**src/rtl/regfile_scoreboard.sv**
```systemverilog
// Register file with per-register busy (scoreboard) tracking.
// Two combinational read ports with optional write-to-read forwarding,
// one write port that also retires a pending reservation, and an
// issue-stage reservation port. Register 0 reads as zero and is never busy.
module regfile_scoreboard #(
  parameter  int XLEN   = 32,
  parameter  int NREGS  = 32,
  parameter  int BYPASS = 1,
  localparam int AW     = (NREGS > 1) ? $clog2(NREGS) : 1
) (
  input  logic            clk,
  input  logic            rst_n,
  input  logic [AW-1:0]   rs1_addr,
  input  logic [AW-1:0]   rs2_addr,
  output logic [XLEN-1:0] rs1_data,
  output logic [XLEN-1:0] rs2_data,
  output logic            rs1_busy,
  output logic            rs2_busy,
  input  logic            wr_en,
  input  logic [AW-1:0]   wr_addr,
  input  logic [XLEN-1:0] wr_data,
  input  logic            rsv_en,
  input  logic [AW-1:0]   rsv_addr,
  output logic            rsv_ok,
  input  logic            flush,
  output logic [AW:0]     busy_cnt
);

  localparam logic [AW:0] NREGS_W = (AW+1)'(NREGS);

  logic [XLEN-1:0] regs_q [NREGS];
  logic [XLEN-1:0] regs_d [NREGS];
  logic [NREGS-1:0] busy_q;
  logic [NREGS-1:0] busy_d;
  logic            wr_fire;
  logic            rsv_fire;
  logic            fwd_ok;

  // Address 0 and addresses beyond the file are treated as hardwired zero.
  function automatic logic addr_valid(input logic [AW-1:0] a);
    return (a != '0) && ({1'b0, a} < NREGS_W);
  endfunction

  // Qualified strobes; forwarding is suppressed while reset is held so
  // the read ports show zero regardless of wr_en.
  always_comb begin
    wr_fire  = wr_en && addr_valid(wr_addr);
    rsv_fire = rsv_en && !flush && addr_valid(rsv_addr);
    fwd_ok   = (BYPASS != 0) && rst_n && wr_fire;
  end

  // Next data state: a qualified write updates its register, even during flush.
  always_comb begin
    regs_d = regs_q;
    if (wr_fire) regs_d[wr_addr] = wr_data;
  end

  // Next busy state: flush clears all; otherwise write clears, reservation sets
  // (reservation applied last so it wins on a same-register collision).
  always_comb begin
    busy_d = busy_q;
    if (flush) begin
      busy_d = '0;
    end else begin
      if (wr_fire)  busy_d[wr_addr]  = 1'b0;
      if (rsv_fire) busy_d[rsv_addr] = 1'b1;
    end
    busy_d[0] = 1'b0;
  end

  // State registers; reset clears all data and aborts every reservation.
  always_ff @(posedge clk or negedge rst_n) begin
    if (!rst_n) begin
      for (int i = 0; i < NREGS; i++) regs_q[i] <= '0;
      busy_q <= '0;
    end else begin
      regs_q <= regs_d;
      busy_q <= busy_d;
    end
  end

  // Read port A with optional forwarding of the in-flight write.
  always_comb begin
    rs1_data = '0;
    rs1_busy = 1'b0;
    if (addr_valid(rs1_addr)) begin
      if (fwd_ok && (wr_addr == rs1_addr)) begin
        rs1_data = wr_data;
      end else begin
        rs1_data = regs_q[rs1_addr];
        rs1_busy = busy_q[rs1_addr];
      end
    end
  end

  // Read port B with optional forwarding of the in-flight write.
  always_comb begin
    rs2_data = '0;
    rs2_busy = 1'b0;
    if (addr_valid(rs2_addr)) begin
      if (fwd_ok && (wr_addr == rs2_addr)) begin
        rs2_data = wr_data;
      end else begin
        rs2_data = regs_q[rs2_addr];
        rs2_busy = busy_q[rs2_addr];
      end
    end
  end

  // Reservation availability from registered busy state only.
  always_comb begin
    rsv_ok = 1'b1;
    if (addr_valid(rsv_addr)) rsv_ok = ~busy_q[rsv_addr];
  end

  // Population count of the registered busy vector.
  always_comb begin
    busy_cnt = '0;
    for (int i = 0; i < NREGS; i++) busy_cnt = busy_cnt + {{AW{1'b0}}, busy_q[i]};
  end

endmodule

```
**config.mk**
```make
export PLATFORM = sky130hd
export DESIGN_NAME = regfile_scoreboard
export DESIGN_NICKNAME = d
export VERILOG_FILES = /design/src/rtl/regfile_scoreboard.sv
export SDC_FILE = /design/constraint.sdc
export NUM_CORES = 2
export LEC_CHECK = 0
export CAP_MARGIN = 30
export CORE_MARGIN = 1.5
export CORE_UTILIZATION = 30
export CTS_CLUSTER_DIAMETER = 120
export DETAILED_ROUTE_END_ITERATION = 10
export GPL_TIMING_DRIVEN = 0
export HOLD_SLACK_MARGIN = 0.03
export SYNTH_ARGS = -nofsm -noshare
export SYNTH_HDL_FRONTEND = slang
export SYNTH_SLANG_ARGS = --single-unit
```
**constraint.sdc**
```tcl
create_clock -name clk -period 12.2 [get_ports clk]
set_clock_uncertainty 0.15 [all_clocks]
set_input_delay 3.66 -clock clk [delete_from_list [all_inputs] [get_ports clk]]
set_output_delay 3.66 -clock clk [all_outputs]
set_load 0.02 [all_outputs]
```
## After elaboration in Yosys (flattened, before gate mapping)

Cells that the tools add are included.

- Memories: 0
- Memory bits (writable): 0
- Word-level logic and storage cells: 128
- Output and inout port bits: 73
- Latch bits: 0
- ROM bits: 0
- Flip-flop bits (word level): 1,055

- Multiply operators: 0
- Shifts and indexed selects: 0
- Div/mod/pow operators: 0
- $add $sub $neg: 30
- Eq/ne operators: 2
- Order comparisons: 10
- Reductions and logical operators: 14
- Muxes and demuxes: 32
- Bitwise logic cells: 7

Operators by type and width:

| cell | number |
|---|---|
| 1024-bit bitwise mux | 1 |
| 32-bit two-way mux | 13 |
| 32-bit binary-select mux with 5-bit select | 2 |
| 32-bit demux with 5-bit select | 1 |
| 6-bit by 1-bit adder with 6-bit output | 25 |
| 32-bit bitwise AND | 1 |
| 32-bit NOT | 1 |
| 32-bit OR | 1 |
| 5-bit by 6-bit < comparator with 1-bit output, second input constant | 4 |
| 5-bit nonzero test | 4 |
| 6-bit >= comparator, second input constant | 3 |
| 5-bit NOT with 6-bit output | 3 |
| 1-bit binary-select mux with 5-bit select | 3 |
| 1-bit demux with 5-bit select | 2 |
| 5-bit equality test | 2 |
| 5-bit by 1-bit >= comparator with 1-bit output, second input constant | 2 |
| 1-bit two-way mux | 10 |
| 1-bit logical AND | 9 |
| 5-bit by 1-bit adder with 6-bit output | 1 |
| 6-bit by 1-bit < comparator with 1-bit output, second input constant | 1 |
| 4-bit by 1-bit adder with 5-bit output | 1 |
| 3-bit by 1-bit adder with 4-bit output | 1 |
| 2-bit by 1-bit adder with 3-bit output | 1 |
| 1-bit by 1-bit adder with 2-bit output | 1 |
| 2 further kinds | 2 |

## Depth between registers and ports, before layout

- Depth in word-level cells: 30
- Gate-level depth with buffers: 16
- Gate-level depth less buffers: 16

## Worst setup path before layout

No wires, ideal clock.

- Path type: input to output
- Start point: input port rs1_addr[0]
- End point: output port rs1_data[8]
- Path slack: 2.829 ns
- Data required time: 8.390 ns
- Buffers on the path: 3
- Arrival: 5.561 ns
- Cell stages on the path: 8
- Path through: clkbuf_1 > buf_2 > buf_2 > mux4_2 > mux2i_1 > nand2_1 > o2111ai_1 > o311ai_0

- Word-level cells in the longest chain between the ends: 6

RTL lines:

| element | line | source |
|---|---|---|
| start: declaration | 13 | `input logic [AW-1:0] rs1_addr,` |
| 5-bit NOT with 6-bit output (not written as such) | 90 | `rs1_data = regs_q[rs1_addr];` |
| 32-bit binary-select mux with 5-bit select | 90 |  |
| 32-bit two-way mux (not written as such) (2 in a row) | 90 |  |
| 32-bit two-way mux | 87 | `if (fwd_ok && (wr_addr == rs1_addr)) begin` |
| 32-bit two-way mux (*) | 86 | `if (addr_valid(rs1_addr)) begin` |
| end: declaration | 15 | `output logic [XLEN-1:0] rs1_data,` |

Every way passes the cells marked *; elsewhere a longest branch is shown, timed or not. The select of a mux whose other input is x is not followed.

## Final worst setup path

- Start point: input port rs1_addr[3]
- End point: output port rs1_data[25]

The elaborated chain is that of the path after synthesis.

==> run metrics <==
run status=complete, but fails checks; violations in the final reports=negative setup slack; final hold violation count=0; Pre-Repair DR Iteration Count=8; combined area of all synthesized cells=57,600 µm²; Critical Path Sink Type=primary output; root buf cell=clkbuf_16; area share of fa/ha/maj cells after synthesis=0.952%; combined global-route utilization of all metal layers=25.7%; time the final worst path needs with I/O delays and setup=12.25 ns; clock buffers created by TritonCTS=118; count of input and output buffers=118; via count of the first global-routing pass=42,900; number of setup violations in the final report=1; max_slew headroom=18.6%; synthesized-area fraction occupied by and/or/nand/nor cells=3.28%; flop and latch count out of synthesis=1,055; Netlist cell types=49; dominant synthesized flop cell=dfrtp_1; final design utilization=35.7%; clock latency of the later-clocked register in the worst-skew pair=0.78 ns; commonest non-fill, non-tap cells in the layout=dfrtp_1, mux2_2, mux4_2; largest voltage drop on the vdd net=0.000120 V; CP Launch Type=primary input; number of sinks on the clock net=1,055; sequential power share=43.3%; Post-synth ARST share=100%; total power consumption of the routed design=0.0107 W; final critical-path setup slack=-0.0543 ns; relative contribution of combinational cells to total power=21.9%; via/cell ratio=6.11; Pins Over Slew Limit=0; max cap viols=0; largest stage delay on the critical path=0.74 ns; PwrDens=157 nW/µm²; aggregate global routing overflow=0; total via count in the routed design=43,400; number of synthesized flops with an enable pin=0; Net Switching=0.00317 W; most frequent standard cell in the layout excluding fill and tap cells=dfrtp_1; layout cell share with drive strength beyond 1=40.4%; Fill cells=18,200; antenna violations before repair=15; Die ar.=195,000 µm²; die outline width=441 µm; CTS tree=done; Syn. warnings=0; post-detailed-route DRC marker count=0; switching part of the total power=29.7%; I/O pin cnt=130; Die Y-Extent=441 µm; Gate Count Post-Synth=4,122; static leakage=28.8 nW; HP Class=reg -> reg; Layout Cells excl Fill=7,101; maximum buffer depth of the clock tree=3; cell depth of the worst min-delay path=1; initial core utilization=30.2%; internal reg-to-reg setup slack=11.12 ns; xor/xnor cell area share of the yosys netlist=0.198%; number of nets in the synthesized netlist=4,209; Setup Fix Bufs, Post-CTS=0; count of placed standard cells including taps=6,871; main combinational cell family by area after synthesis=multiplexers; DRC violation total after the first TritonRoute iteration=5,758; worst endpoint data arrival time=8.44 ns; DR WL/cell=35.6 µm; Final Routed Wirelength=253,000 µm; data required time of the critical path=8.39 ns; post-detailed-placement half-perimeter wirelength=182,000 µm; remaining number of nets flagged by the antenna check after routing=0; clock network power share=34.8%; timing-limited maximum frequency=0.0816 GHz; worst hold path startpoint=regs_q[1008]; cells on worst reg2reg path=3; placeable core region=190,000 µm²; Site Rows=160; Synth-to-Final Area Change=18.0%; path type of the worst setup path=in -> out; final worst hold slack=0.335 ns; sequential cell area fraction in the yosys report=45.9%; Compound-Gate Fraction of Synth Area=6.25%; multiplexer area fraction after synthesis=39.8%; GPL Wtd Cong=1.01; # H-tree levels=3; Syn Area/Cell=14.0 µm²; beginning of the worst register-to-register path=busy_q[29]; maximum number of pins on one net before global-route repair=183; setup repair after global routing missed its margin=false; CP max stage cell=clkdlybuf4s50_1; Worst Max-Slew Pin Slew=1.22 ns; Internal Dissipation=0.00752 W; top fanout value on the critical path=10; terminating pin of the worst hold path=regs_q[1008]; final cycle utilization of the critical path=100%; most frequent CP cell=clkbuf_1; Crit Reg-Reg Endpoint=busy_q[29]; critical-path cell list=clkdlybuf4s50_1, clkbuf_1, xor2_1, nor3_1, and4_1, clkbuf_1, clkbuf_1, buf_8, nor2_1, nor3_1, clkdlybuf4s50_1; wire length of the first global-routing pass=346,000 µm; clk slew on worst S/H paths=0.06 ns; total negative slack=-0.0543 ns; count of nets after finishing=4,579
==> layer usage <==
| layer | routed length (µm) | global-route usage (%) | vias up | share of wire (%) |
|---|---|---|---|---|
| met5 | 193 | 0.223 | - | 0.076 |
| met2 | 108000 | 37.4 | 2907 | 43 |
| li1 | - | - | 16700 | - |
| met3 | 30600 | 10.1 | 832 | 12 |
| met4 | 20100 | 16.8 | 16 | 7.9 |
| met1 | 93700 | 31.4 | 23000 | 37 |
==> worst max-delay path, delay by kind of cell <==
family	cells	cell delay [ns]
xor gates and xnor gates	1	0.15
and+or+nand+nor	4	1.22
buffers and inverters	6	3.38
==> through the flow <==
stage | setup WS (ns) | area [µm²]
5_1_grt | 0.0480 | 68000
3_3_place_gp | -41.60 | 61900
3_5_place_dp | -0.0600 | 63800
2_1_floorplan | 2.83 | 57600
6_report | -0.0543 | 68000
4_1_cts | 0.138 | 67800
==> state kept, by name, summed over array words and instances (netlist names) <==
| name | flops |
|---|---|
| regs_q | 1024 |
| busy_q | 31 |
==> power groups by stage <==
stage	Clock, W	Combinational [W]	Sequential [W]
floorplan	0	0.00157	0.00449
global placement	0	0.00222	0.00464
detailed placement	0	0.00231	0.00466
CTS	0.00374	0.00232	0.00460
global route	0.00388	0.00246	0.00469
finish	0.00372	0.00234	0.00463
==> timing repair <==
item | in CTS | in global routing
gates resized for setup | 2 | 0
hold endpoints to repair | 0 | 0
endpoints found under the setup margin | 2 | 0
hold buffers | 0 | 0
==> cells by family after synthesis <==
kind of cell | count (synthesis)
DFF | 1055
muxes | 1649
xor gates and xnor gates | 13
adders and majority gates | 30
buffers and inverters | 521
and+or+nand+nor | 383
AOI/OAI and AO/OA | 471
==> worst max path at each step <==
stage / startpoint / to / slack (ns)
4_1_cts: rs1_addr[3] / rs1_data[30] / 0.14
2_1_floorplan: rs1_addr[0] / rs1_data[8] / 2.83
5_1_grt: rs1_addr[3] / rs1_data[25] / 0.05
3_3_place_gp: rst_n / regs_q[272] / -41.60
6_report: rs1_addr[3] / rs1_data[25] / -0.05
3_5_place_dp: rs1_addr[3] / rs1_data[1] / -0.06
==> cells in the mapped netlist, drive strengths merged, types with 9 or more instances <==
library cell / count / share of area (%)
nor2: 113 / 0.74
nor2b: 10 / 0.11
a221oi: 89 / 1.4
mux4: 414 / 16
clkbuf: 318 / 2.1
mux2i: 258 / 4.5
fa: 23 / 0.80
a22oi: 233 / 3.0
xor2: 9 / 0.14
nand4: 32 / 0.35
inv: 48 / 0.31
a221o: 32 / 0.56
buf: 155 / 1.3
dfrtp: 1055 / 46
nand2: 53 / 0.35
mux2: 977 / 19
nor3b: 11 / 0.14
nand3: 59 / 0.51
nor3: 68 / 0.60
o211ai: 26 / 0.34
a21oi: 33 / 0.29
o21ai: 31 / 0.27
==> layout make-up <==
class	instances	area (µm²)	share of cell area [%]
repair buffers	250	3220	4.74
well taps	2511	3140	4.62
clock buffers	168	3360	4.94
flip-flops and latches	1055	26400	38.8
inverters	48	180	0.265
diodes	6	15.0	0.0221
multi-input cells	2546	29100	42.8
plain buffers	473	1970	2.89
clock inverters	44	612	0.900
(Power assumes the default switching activity.)
